**src/rtl/scff_bist_pkg.sv**
```systemverilog
// rtl/scff_bist_pkg.sv - shared types and defaults for the scan-chain BIST controller
// Purpose: FSM state encoding and default parameter values used by scff_bist_ctrl.
// Ports: none (package).
package scff_bist_pkg;

  typedef enum logic [2:0] {
    IDLE,
    FLUSH,
    INJECT,
    SHIFT,
    CHECK,
    DONE
  } state_t;

  localparam int ERR_W_DEF       = 16;
  localparam int POST_CHECKS_DEF = 3;

endpackage

```
**src/rtl/scff_bist_ctrl.sv**
```systemverilog
// rtl/scff_bist_ctrl.sv - scan-chain pulse driver/checker for the fabric scan chain
// Purpose: flushes the chain with zeros, injects a one-cycle pulse at sc_head and
//   checks that sc_tail shows exactly that pulse SCANCHAIN_SIZE cycles later,
//   followed by POST_CHECKS zero samples.
// Ports:
//   clk           in   operating clock (shared with the fabric)
//   Reset         in   synchronous active-high reset
//   start         in   one-cycle run request, honoured only in IDLE/DONE
//   Test_en       out  scan enable, high while the run is in progress
//   sc_head       out  registered scan-chain input
//   sc_tail       in   scan-chain output from the fabric
//   busy          out  run in progress
//   done          out  run finished, held until next start or Reset
//   pass          out  done with zero errors
//   err_count     out  saturating count of mismatching tail samples
//   first_err_cyc out  counter value at the first mismatch (0 if none)
module scff_bist_ctrl
  import scff_bist_pkg::*;
#(
  parameter int SCANCHAIN_SIZE = 2304,
  parameter int POST_CHECKS    = POST_CHECKS_DEF,
  parameter int ERR_W          = ERR_W_DEF,
  localparam int CNT_W         = $clog2(SCANCHAIN_SIZE + POST_CHECKS + 1)
) (
  input  logic             clk,
  input  logic             Reset,
  input  logic             start,
  output logic             Test_en,
  output logic             sc_head,
  input  logic             sc_tail,
  output logic             busy,
  output logic             done,
  output logic             pass,
  output logic [ERR_W-1:0] err_count,
  output logic [CNT_W-1:0] first_err_cyc
);

  localparam logic [CNT_W-1:0] LAST_SHIFT = CNT_W'(SCANCHAIN_SIZE - 1);
  localparam logic [CNT_W-1:0] PULSE_CYC  = CNT_W'(SCANCHAIN_SIZE);
  localparam logic [CNT_W-1:0] LAST_CHECK = CNT_W'(SCANCHAIN_SIZE + POST_CHECKS);

  state_t           state, next_state;
  logic [CNT_W-1:0] cnt;
  logic             sample_en;
  logic             expect_one;
  logic             mismatch;
  logic             run_nxt;
  logic [ERR_W-1:0] err_nxt;
  logic [CNT_W-1:0] first_nxt;

  always_ff @(posedge clk) begin
    if (Reset) state <= IDLE;
    else       state <= next_state;
  end

  // The single counter times FLUSH (0..N-1), then restarts at INJECT (0) and
  // runs through SHIFT and CHECK, so its value equals the pulse's position.
  always_comb begin
    next_state = state;
    case (state)
      IDLE, DONE: if (start) next_state = FLUSH;
      FLUSH:      if (cnt == LAST_SHIFT) next_state = INJECT;
      INJECT:     next_state = SHIFT;
      SHIFT:      if (cnt == LAST_SHIFT) next_state = CHECK;
      CHECK:      if (cnt == LAST_CHECK) next_state = DONE;
      default:    next_state = IDLE;
    endcase
  end

  always_comb begin
    sample_en  = (state == SHIFT) || (state == CHECK);
    expect_one = (state == CHECK) && (cnt == PULSE_CYC);
    mismatch   = sample_en && (sc_tail != expect_one);
    run_nxt    = (next_state == FLUSH) || (next_state == INJECT) ||
                 (next_state == SHIFT) || (next_state == CHECK);
    err_nxt    = err_count;
    first_nxt  = first_err_cyc;
    if ((state == IDLE) || (state == DONE)) begin
      if (start) begin
        err_nxt   = '0;
        first_nxt = '0;
      end
    end else if (mismatch) begin
      // err_count only leaves zero on a mismatch, so zero marks "no error yet"
      if (err_count == '0) first_nxt = cnt;
      if (err_count != '1) err_nxt = err_count + 1'b1;
    end
  end

  // Outputs are registered from next-state so they line up with the state.
  always_ff @(posedge clk) begin
    if (Reset) begin
      cnt           <= '0;
      Test_en       <= 1'b0;
      sc_head       <= 1'b0;
      busy          <= 1'b0;
      done          <= 1'b0;
      pass          <= 1'b0;
      err_count     <= '0;
      first_err_cyc <= '0;
    end else begin
      err_count     <= err_nxt;
      first_err_cyc <= first_nxt;
      Test_en       <= run_nxt;
      busy          <= run_nxt;
      sc_head       <= (next_state == INJECT);
      done          <= (next_state == DONE);
      pass          <= (next_state == DONE) && (err_nxt == '0);
      if ((next_state == INJECT) || ((next_state == FLUSH) && (state != FLUSH)))
        cnt <= '0;
      else if (run_nxt)
        cnt <= cnt + 1'b1;
    end
  end

endmodule

```
**config.mk**
```make
export PLATFORM = sky130hd
export DESIGN_NAME = scff_bist_ctrl
export DESIGN_NICKNAME = d
export VERILOG_FILES = /design/src/rtl/scff_bist_pkg.sv /design/src/rtl/scff_bist_ctrl.sv
export SDC_FILE = /design/constraint.sdc
export NUM_CORES = 1
export LEC_CHECK = 0
export BUFFER_PORTS_ARGS = -buffer_cell sky130_fd_sc_hd__clkbuf_2
export CAP_MARGIN = 20
export CORE_MARGIN = 2
export CORE_UTILIZATION = 37
export CTS_BUF_LIST = sky130_fd_sc_hd__clkbuf_8 sky130_fd_sc_hd__clkbuf_16
export DETAILED_ROUTE_END_ITERATION = 7
export SKIP_CTS_REPAIR_TIMING = 1
export SYNTH_ARGS = -nofsm -noshare
export SYNTH_HDL_FRONTEND = slang
export SYNTH_SLANG_ARGS = --single-unit
```
**constraint.sdc**
```tcl
create_clock -name clk -period 8.6 [get_ports clk]
set_clock_uncertainty 0.05 [all_clocks]
set_input_delay 0 -clock clk [delete_from_list [all_inputs] [get_ports clk]]
set_output_delay 0 -clock clk [all_outputs]
set_load 0.03 [all_outputs]
```
==> metrics <==
status=completed; Die W=88.0 um; Mapped Cells=332; Vias=2451; crit-path cells=ha_1 -> nand4bb_1 -> nor4_1 -> o21bai_1 -> o21bai_1 -> xnor2_1 -> nand3_1 -> xor2_1 -> nor2_1; DIE HEIGHT=88.0 um; Ys Warns=0; Worst Path Required=8.73 ns; final-report setup violation count=0; Mapped Area=2610 sq um; CTS tree=yes; placed insts=446; Clock Pin Slew Worst Setup and Hold Paths=0.10 ns; layout cell share with drive strength beyond 1=0.165; clock period minus worst slack=3.06 ns; kind of critical path=reg -> reg; dpl ws=5.61 ns; DRT antenna net count=0; slew at the pin with the worst max-slew slack=0.954 ns; top cell type's share of synthesized area=0.360; Critical Path Start Type=register; crit-path max FO=12; initial antenna violation count=0; Ant. Diodes=0; Layout Nets=365; max incr delay on CP=0.50 ns; Final Cycle Share=0.355; total power density per cell area=131 nW/um^2; H-tree Lvls=2; TritonCTS Buffers=5; multiplexer area fraction after synthesis=0.0216; Final Max Tran Viols=0; Max IR drop VDD=0.0000622 V; IO Port Bufs=36; clk root buf=clkbuf_8; TritonRoute pass-1 iters=4; # clock sinks=47; Leak Pwr=1.01 nW; cell accounting for the most synthesized area=dfxtp_1; design area=2920 sq um; CP max-delay cell=xnor2_1; setup TNS=0 ns; Syn Area/Cell=7.87 sq um; Hold Crit Class=in -> reg; Non-Filler Instances=454; drt via density=5.40; Crit path top cell by count=o21bai_1; Setup crit end kind=register; Distinct cells, synth=61; simple logic cell fraction of the synthesized area=0.364; FF+latch count, synth=47; Max clock buf depth=2; Core Rows=30; Post-Synth XOR/XNOR Area=0.0369; RSZ-0062 raised after global routing=false; post-layout power=383 uW; area of the core=6790 sq um; Max Fclk=327 MHz; Max-cap violations=0; Post-synth EDFFs=0; post-route DRC violation count=0; final wirelength=6.78 mm; Worst EP arrival=3.19 ns; sequential share of the synthesized area=0.360; Worst-Skew Late Latency=0.31 ns; main area contributors after synthesis=dfxtp_1 (36%), nand3_1 (5.9%), nand2_1 (5.5%); Post-Synth Adder-Cell Area=0.0192; first-pass GRT wire length=11.2 mm; Post-DP Area=2820 sq um; gr ovfl total=0; effective utilization at floorplan=0.384; routed length per instance=14.9 um; Net Count, Synth=340; relative slew slack=0.362; vias in the first global route=2372; routability congestion estimate=0.843; ys async rst share=0; layout overhead on the synthesized area=11.6%; Compound-Gate Fraction of Synth Area=0.148; dominant combinational cell family by area after synthesis=simple AND/OR/NAND/NOR gates; die area=7750 sq um; dpl hpwl=4.91 mm; Final WS setup=5.54 ns; gr usage total=0.183; Hold Fails Final Rpt=0; drt first-iter violations=109; pin count of the biggest net entering global routing=36; top_reg_cell synth=dfxtp_1; Ports=37
-- cell type report --
type	instances	area (sq um)
clock buffers	5	68.8
well taps	96	120
flip-flops and latches	47	941
multi-input cells	257	1540
inverters	9	33.8
clock inverters	3	25.0
repair buffers	37	188
fillers	723	3880
-- placed cells by master (no fill, tap or decap), drive strengths merged, types with 7 or more instances in the layout --
cell,n
or3,7
nor2,35
and3,8
nand2,39
inv,9
nor4,7
dfxtp,47
nand3,33
nor3,13
clkbuf,41
a21oi,27
-- synthesized netlist by cell type (5+ instances only) --
master,instances
dfxtp_1,47
nand2_1,38
nor2_1,35
nand3_1,31
a21oi_1,27
clkbuf_1,13
nor3_1,12
inv_1,9
and3_1,8
or3_1,7
nand4_1,6
nor4_1,6
xnor2_1,6
o21ai_0,5
xor2_1,5
-- worst paths after layout --
check / from / cells after the start / end / slack [ns]
max reg2reg: cnt[0]$_SDFFE_PP0P_ / 9 / cnt[5]$_SDFFE_PP0P_ / 5.54
min reg2reg: first_err_cyc[8]$_SDFFE_PP0P_ / 2 / first_err_cyc[8]$_SDFFE_PP0P_ / 0.42
min: start / 3 / err_count[14]$_SDFF_PP0_ / 0.24
max: cnt[0]$_SDFFE_PP0P_ / 9 / cnt[5]$_SDFFE_PP0P_ / 5.54
-- state kept, by name, summed over array words and instances, names as in the netlist --
name	cells
state	3
first_err_cyc	12
cnt	12
pass	1
err_count	16
busy	1
sc_head	1
done	1
-- logic make-up (layout without fill, tap and decap cells) --
| logic type | after synthesis | after routing |
|---|---|---|
| buffers and inverters | 28 | 54 |
| flip-flops | 47 | 47 |
| multiplexers | 5 | 5 |
| AO/OA/AOI/OAI | 61 | 61 |
| XOR/XNOR | 11 | 11 |
| AND/OR/NAND/NOR | 176 | 176 |
| adder cells (fa/ha/maj) | 4 | 4 |
-- where the power goes --
part | internal [mW] | switching, mW
sequential | 0.219 | 0.00214
clock | 0.0583 | 0.0832
combinational | 0.00501 | 0.0154
total | 0.282 | 0.101
-- critical path, delay by kind of cell (launching register included) --
| family | cells | cell delay, ns |
|---|---|---|
| and+or+nand+nor | 4 | 0.82 |
| AOI/OAI and AO/OA | 2 | 0.67 |
| xor gates and xnor gates | 2 | 0.66 |
| DFF | 1 | 0.44 |
| adders and majority gates | 1 | 0.29 |
-- through the flow --
step / utilization / hold WS, ns
2_1_floorplan: - / 0.225
3_3_place_gp: 0.414 / 0.397
3_5_place_dp: 0.415 / 0.392
4_1_cts: 0.429 / 0.245
5_1_grt: 0.429 / 0.294
6_report: 0.429 / 0.243
-- per-layer routing --
metal | global-route usage | part of all wire | vias up
li1 | - | - | 1244
met1 | 0.230 | 0.46 | 1133
met2 | 0.313 | 0.47 | 59
met3 | 0.0368 | 0.043 | 15
met4 | 0.0606 | 0.022 | 0
met5 | 0 | 0 | -
(Power assumes the default switching activity.)
